===== src/rtl/usbfs_tx_phy.sv =====
// USB full-speed transmit line encoder: SYNC, LSB-first NRZI data with bit stuffing, then EOP.
// Bytes arrive over valid/ready into a one-byte holding register that feeds the bit shifter.
module usbfs_tx_phy #(
    parameter int unsigned CLKS_PER_BIT = 4,
    parameter int unsigned STUFF_RUN    = 6
) (
    input  logic       clk_48MHz,
    input  logic       rst,
    input  logic       i_cg,
    input  logic       i_valid,
    input  logic [7:0] i_data,
    input  logic       i_last,
    output logic       o_ready,
    output logic       o_dp,
    output logic       o_dn,
    output logic       o_oe,
    output logic       o_busy,
    output logic       o_underrun
);

    localparam int unsigned DivW  = (CLKS_PER_BIT > 1) ? $clog2(CLKS_PER_BIT) : 1;
    localparam int unsigned OnesW = $clog2(STUFF_RUN + 1);

    localparam logic [DivW-1:0]  DivMax  = DivW'(CLKS_PER_BIT - 1);
    localparam logic [OnesW-1:0] OnesMax = OnesW'(STUFF_RUN);

    localparam logic [1:0] LineJ   = 2'b10;
    localparam logic [1:0] LineK   = 2'b01;
    localparam logic [1:0] LineSe0 = 2'b00;

    typedef enum logic [2:0] {
        StIdle,
        StSync,
        StData,
        StEopSe0,
        StEopJ
    } state_e;

    state_e           state_q, state_d;
    logic [DivW-1:0]  div_q, div_d;
    logic [3:0]       cnt_q, cnt_d;
    logic [7:0]       shift_q, shift_d;
    logic [OnesW-1:0] ones_q, ones_d;
    logic [7:0]       hold_data_q, hold_data_d;
    logic             hold_last_q, hold_last_d;
    logic             hold_full_q, hold_full_d;
    logic             cur_last_q, cur_last_d;
    logic             last_acc_q, last_acc_d;
    logic [1:0]       line_q, line_d;
    logic             oe_q, oe_d;

    logic boundary;
    logic accept;
    logic load;
    logic send_en;
    logic send_bit;
    logic underrun;

    assign o_ready = !rst && i_cg && !hold_full_q && !last_acc_q &&
                     (state_q == StIdle || state_q == StSync || state_q == StData);
    assign accept  = i_valid && o_ready;

    assign boundary = (state_q != StIdle) && (div_q == DivMax);

    always_comb begin
        state_d     = state_q;
        div_d       = div_q;
        cnt_d       = cnt_q;
        shift_d     = shift_q;
        ones_d      = ones_q;
        hold_data_d = hold_data_q;
        hold_last_d = hold_last_q;
        hold_full_d = hold_full_q;
        cur_last_d  = cur_last_q;
        last_acc_d  = last_acc_q;
        line_d      = line_q;
        oe_d        = oe_q;
        load        = 1'b0;
        send_en     = 1'b0;
        send_bit    = 1'b0;
        underrun    = 1'b0;

        if (state_q != StIdle) begin
            div_d = boundary ? '0 : div_q + 1'b1;
        end

        unique case (state_q)
            StIdle: begin
                // A byte left in the holding register by a truncated packet starts a new one.
                if (accept || hold_full_q) begin
                    state_d = StSync;
                    div_d   = '0;
                    cnt_d   = 4'd1;
                    ones_d  = '0;
                    line_d  = LineK;
                    oe_d    = 1'b1;
                end
            end
            StSync: begin
                if (boundary) begin
                    if (cnt_q != 4'd8) begin
                        send_en  = 1'b1;
                        send_bit = (cnt_q == 4'd7);
                        cnt_d    = cnt_q + 4'd1;
                    end else begin
                        state_d = StData;
                        load    = 1'b1;
                    end
                end
            end
            StData: begin
                if (boundary) begin
                    // A pending stuff bit always goes out before EOP or the next byte.
                    if (ones_q == OnesMax) begin
                        line_d = ~line_q;
                        ones_d = '0;
                    end else if (cnt_q != 4'd8) begin
                        send_en  = 1'b1;
                        send_bit = shift_q[0];
                        shift_d  = {1'b0, shift_q[7:1]};
                        cnt_d    = cnt_q + 4'd1;
                    end else if (cur_last_q) begin
                        state_d = StEopSe0;
                        cnt_d   = 4'd0;
                        line_d  = LineSe0;
                    end else if (hold_full_q) begin
                        load = 1'b1;
                    end else begin
                        underrun = 1'b1;
                        state_d  = StEopSe0;
                        cnt_d    = 4'd0;
                        line_d   = LineSe0;
                    end
                end
            end
            StEopSe0: begin
                if (boundary) begin
                    if (cnt_q == 4'd1) begin
                        state_d = StEopJ;
                        line_d  = LineJ;
                    end else begin
                        cnt_d = 4'd1;
                    end
                end
            end
            StEopJ: begin
                if (boundary) begin
                    state_d = StIdle;
                    oe_d    = 1'b0;
                    ones_d  = '0;
                end
            end
            default: begin
                state_d = StIdle;
                oe_d    = 1'b0;
                line_d  = LineJ;
            end
        endcase

        if (load) begin
            send_en     = 1'b1;
            send_bit    = hold_data_q[0];
            shift_d     = {1'b0, hold_data_q[7:1]};
            cur_last_d  = hold_last_q;
            hold_full_d = 1'b0;
            cnt_d       = 4'd1;
        end

        // NRZI: a 0 toggles J/K, a 1 holds the line.
        if (send_en) begin
            line_d = send_bit ? line_q : ~line_q;
            ones_d = send_bit ? ones_q + 1'b1 : '0;
        end

        if (accept) begin
            hold_data_d = i_data;
            hold_last_d = i_last;
            hold_full_d = 1'b1;
            last_acc_d  = i_last;
        end else if (state_q == StIdle && !hold_full_q) begin
            last_acc_d = 1'b0;
        end
    end

    always_ff @(posedge clk_48MHz) begin
        if (rst) begin
            state_q     <= StIdle;
            div_q       <= '0;
            cnt_q       <= 4'd0;
            shift_q     <= 8'h00;
            ones_q      <= '0;
            hold_data_q <= 8'h00;
            hold_last_q <= 1'b0;
            hold_full_q <= 1'b0;
            cur_last_q  <= 1'b0;
            last_acc_q  <= 1'b0;
            line_q      <= LineJ;
            oe_q        <= 1'b0;
        end else if (i_cg) begin
            state_q     <= state_d;
            div_q       <= div_d;
            cnt_q       <= cnt_d;
            shift_q     <= shift_d;
            ones_q      <= ones_d;
            hold_data_q <= hold_data_d;
            hold_last_q <= hold_last_d;
            hold_full_q <= hold_full_d;
            cur_last_q  <= cur_last_d;
            last_acc_q  <= last_acc_d;
            line_q      <= line_d;
            oe_q        <= oe_d;
        end
    end

    assign o_dp       = line_q[1];
    assign o_dn       = line_q[0];
    assign o_oe       = oe_q;
    assign o_busy     = (state_q != StIdle);
    assign o_underrun = underrun && i_cg;

endmodule


===== config.mk =====
export PLATFORM = sky130hd
export DESIGN_NAME = usbfs_tx_phy
export DESIGN_NICKNAME = d
export VERILOG_FILES = /design/src/rtl/usbfs_tx_phy.sv
export SDC_FILE = /design/constraint.sdc
export NUM_CORES = 1
export LEC_CHECK = 0
export CAP_MARGIN = 15
export CORE_ASPECT_RATIO = 0.8
export CORE_MARGIN = 2
export CORE_UTILIZATION = 59
export DETAILED_ROUTE_END_ITERATION = 7
export HOLD_SLACK_MARGIN = 0.05
export MAX_ROUTING_LAYER = met4
export PLACE_DENSITY = 0.82
export SLEW_MARGIN = 20
export SYNTH_ARGS = -nofsm -noshare
export SYNTH_HDL_FRONTEND = slang
export SYNTH_SLANG_ARGS = --single-unit

===== constraint.sdc =====
create_clock -name clk_48MHz -period 4.6 [get_ports clk_48MHz]
set_clock_uncertainty 0.15 [all_clocks]
set_input_delay 0.92 -clock clk_48MHz [delete_from_list [all_inputs] [get_ports clk_48MHz]]
set_output_delay 0.92 -clock clk_48MHz [all_outputs]
set_load 0.005 [all_outputs]

==> impl_metrics.json <==
{
  "die_w_um": 68.92,
  "tritoncts": "done",
  "final_antenna_net_count": 0,
  "numPortBuffers": 18,
  "setup_viol": 0,
  "wl_per_cell_um": 14.84,
  "ir_worst_vdd_uv": 220.7,
  "rsz0062_at_grt": "no",
  "vias": 1789,
  "fin_setup_tns_ns": 0,
  "synthesis.nets": 257,
  "gp_congestion": 0.8777,
  "max_clock_freq_mhz": 279.9,
  "finalHoldViolCount": 0,
  "viasPerCell": 6.106,
  "fill_cells": 253,
  "drt_wl_total_mm": 4.348,
  "worstSetupEndpointType": "primary output",
  "required_ns": 3.53,
  "slew_violations": 0,
  "synthTopCellsByArea": "dfxtp_1 (34%), a21oi_1 (5.3%), nor2_1 (5.3%)",
  "die_h_um": 55.94,
  "place_area_um2": 2167,
  "status": "completed",
  "ys_ff_latch": 34,
  "cts_max_path_buffers": 2,
  "critPathMaxStageDelay_ns": 0.68,
  "synthCells": 238,
  "layout_common_cells": "dfxtp_1 (34), nor2_1 (28), nand2_1 (27)",
  "drt_iter0_drc": 140,
  "p_per_area_nw_per_um2": 329.1,
  "hold_path.class": "flop to flop",
  "synth_edf_count": 0,
  "clk_latency_ns": 0.30,
  "fin_crit_sh": 0.7766,
  "start_util": 0.6310,
  "cts_buffers": 5,
  "leakage_nw": 0.8787,
  "grt_pass1_vias": 1598,
  "dp_hpwl_mm": 3.019,
  "ios": 19,
  "cpMostUsedCell": "clkdlybuf4s50_1",
  "core-area_um2": 3153,
  "antenna_found_initial": 0,
  "globalRoute.totalOverflow": 0,
  "layout_commonest_cell": "dfxtp_1",
  "fp-row-count": 18,
  "crit_slowest_cell": "clkdlybuf4s50_1",
  "path_cells": "clkdlybuf4s50_1 > nor2b_1 > and2_1 > clkdlybuf4s50_1",
  "critPathKind": "primary input to primary output",
  "grt_pass1_wl_mm": 7.334,
  "worstPathArrival_ns": 2.50,
  "post-route-util": 0.7222,
  "cp-start-kind": "primary input",
  "ys_types": 58,
  "yosysTopAreaCell": "dfxtp_1",
  "diodes": 0,
  "fin_area_um2": 2277,
  "drc_errors": 0,
  "syn_to_final_growth_pct": 14.47,
  "cts_root_buf": "clkbuf_8",
  "yosys_warnings": 0,
  "max_slew_margin": 0.4521,
  "cts_sinks": 34,
  "post_cts_buffers": 0,
  "firstDrtPassIters": 4,
  "yosys.area.top_type_share": 0.3421,
  "grt_max_degree": 33,
  "drv_cap": 0,
  "holdWs_ns": 0.3118,
  "die-area_um2": 3855,
  "fin_nets": 271,
  "synthArstFlopShare": 0,
  "cts.clk_slew.worst_paths_ns": 0.07,
  "ys_seq_area_frac": 0.3421,
  "grtUsageTotal": 0.2554,
  "drive_gt1_frac": 0.07510,
  "synth_flop_cell": "dfxtp_1",
  "htreeDepth": 2,
  "cts_resized": 0,
  "syn_area_um2": 1989,
  "cts_hold_buffers": 0,
  "cp_max_fo": 10,
  "avgSynthCellArea_um2": 8.359,
  "tightest_slew_ns": 0.8207,
  "post-route-min-period_ns": 3.573
}
==> state kept, by name, indices dropped and copies added, names as in the netlist <==
| name | cells |
|---|---|
| o_oe | 1 |
| hold_data_q | 8 |
| div_q | 2 |
| shift_q | 7 |
| ones_q | 3 |
| hold_last_q | 1 |
| hold_full_q | 1 |
| line_q | 2 |
| cur_last_q | 1 |
| cnt_q | 4 |
| last_acc_q | 1 |
| state_q | 3 |
==> critical path, delay by kind of cell <==
| family | cells | cell delay, ns |
|---|---|---|
| buffers and inverters | 2 | 1.17 |
| AND/OR/NAND/NOR | 2 | 0.41 |
==> power by group <==
part           switching (mW)  leakage, nW  internal, mW
registers              0.0212        0.276         0.310
clock network           0.112       0.0514         0.162
logic                  0.0752        0.551        0.0692
==> stage by stage <==
| stage | power [mW] | cells | setup WS, ns |
|---|---|---|---|
| after CTS | 0.7520 | 293 | 1.034 |
| after floorplan | 0.4345 | 238 | 2.020 |
| after detailed placement | 0.4795 | 285 | 1.036 |
| final | 0.7494 | 293 | 1.027 |
| after global placement | 0.4773 | 285 | 1.043 |
| after global routing | 0.7826 | 293 | 0.9134 |
==> cell type report <==
cell class | count | area (um^2) | share of cell area
repair buffers | 19 | 187.7 | 0.08242
clock buffers | 6 | 72.57 | 0.03187
flip-flops and latches | 34 | 680.7 | 0.2989
multi-input cells | 186 | 1226 | 0.5385
inverters | 6 | 22.52 | 0.009890
clock inverters | 2 | 37.54 | 0.01648
well taps | 40 | 50.05 | 0.02198
==> path summary, 6_finish.rpt <==
check	start	endpoint	slack, ns	depth (start not counted)
min reg2reg	hold_data_q[7]	hold_data_q[7]	0.31	2
max	i_cg	o_ready	1.03	4
min	hold_data_q[7]	hold_data_q[7]	0.31	2
max reg2reg	state_q[0]	cnt_q[0]	1.99	6
==> cells in the mapped netlist (3+ instances only) <==
| master | instances |
|---|---|
| nand2_1 | 27 |
| nor2_1 | 28 |
| o21ai_0 | 11 |
| inv_1 | 5 |
| nand2b_1 | 4 |
| nand3_1 | 6 |
| nor2b_1 | 5 |
| and2_1 | 3 |
| mux2i_1 | 8 |
| a211oi_1 | 4 |
| a21oi_1 | 21 |
| clkbuf_1 | 7 |
| dfxtp_1 | 34 |
| a32oi_1 | 3 |
| or3_1 | 4 |
| buf_2 | 3 |
| ha_1 | 6 |
| mux2_1 | 7 |
| nor3_1 | 3 |
==> logic make-up after synthesis <==
family / Yosys count / share of synthesized area
and+or+nand+nor: 97 / 0.2553
AOI/OAI and AO/OA: 67 / 0.2390
DFF: 34 / 0.3421
buffers and inverters: 18 / 0.04151
muxes: 15 / 0.07988
adders and majority gates: 6 / 0.03773
xor gates and xnor gates: 1 / 0.004403
==> routing by layer <==
metal,wire (um),track usage,vias to the layer above
met5,0,-,-
met1,2156,0.3703,836
met4,70,0.09244,0
met2,1847,0.3503,51
li1,-,-,894
met3,273,0.04858,8
Power figures use the tool's default switching activity.
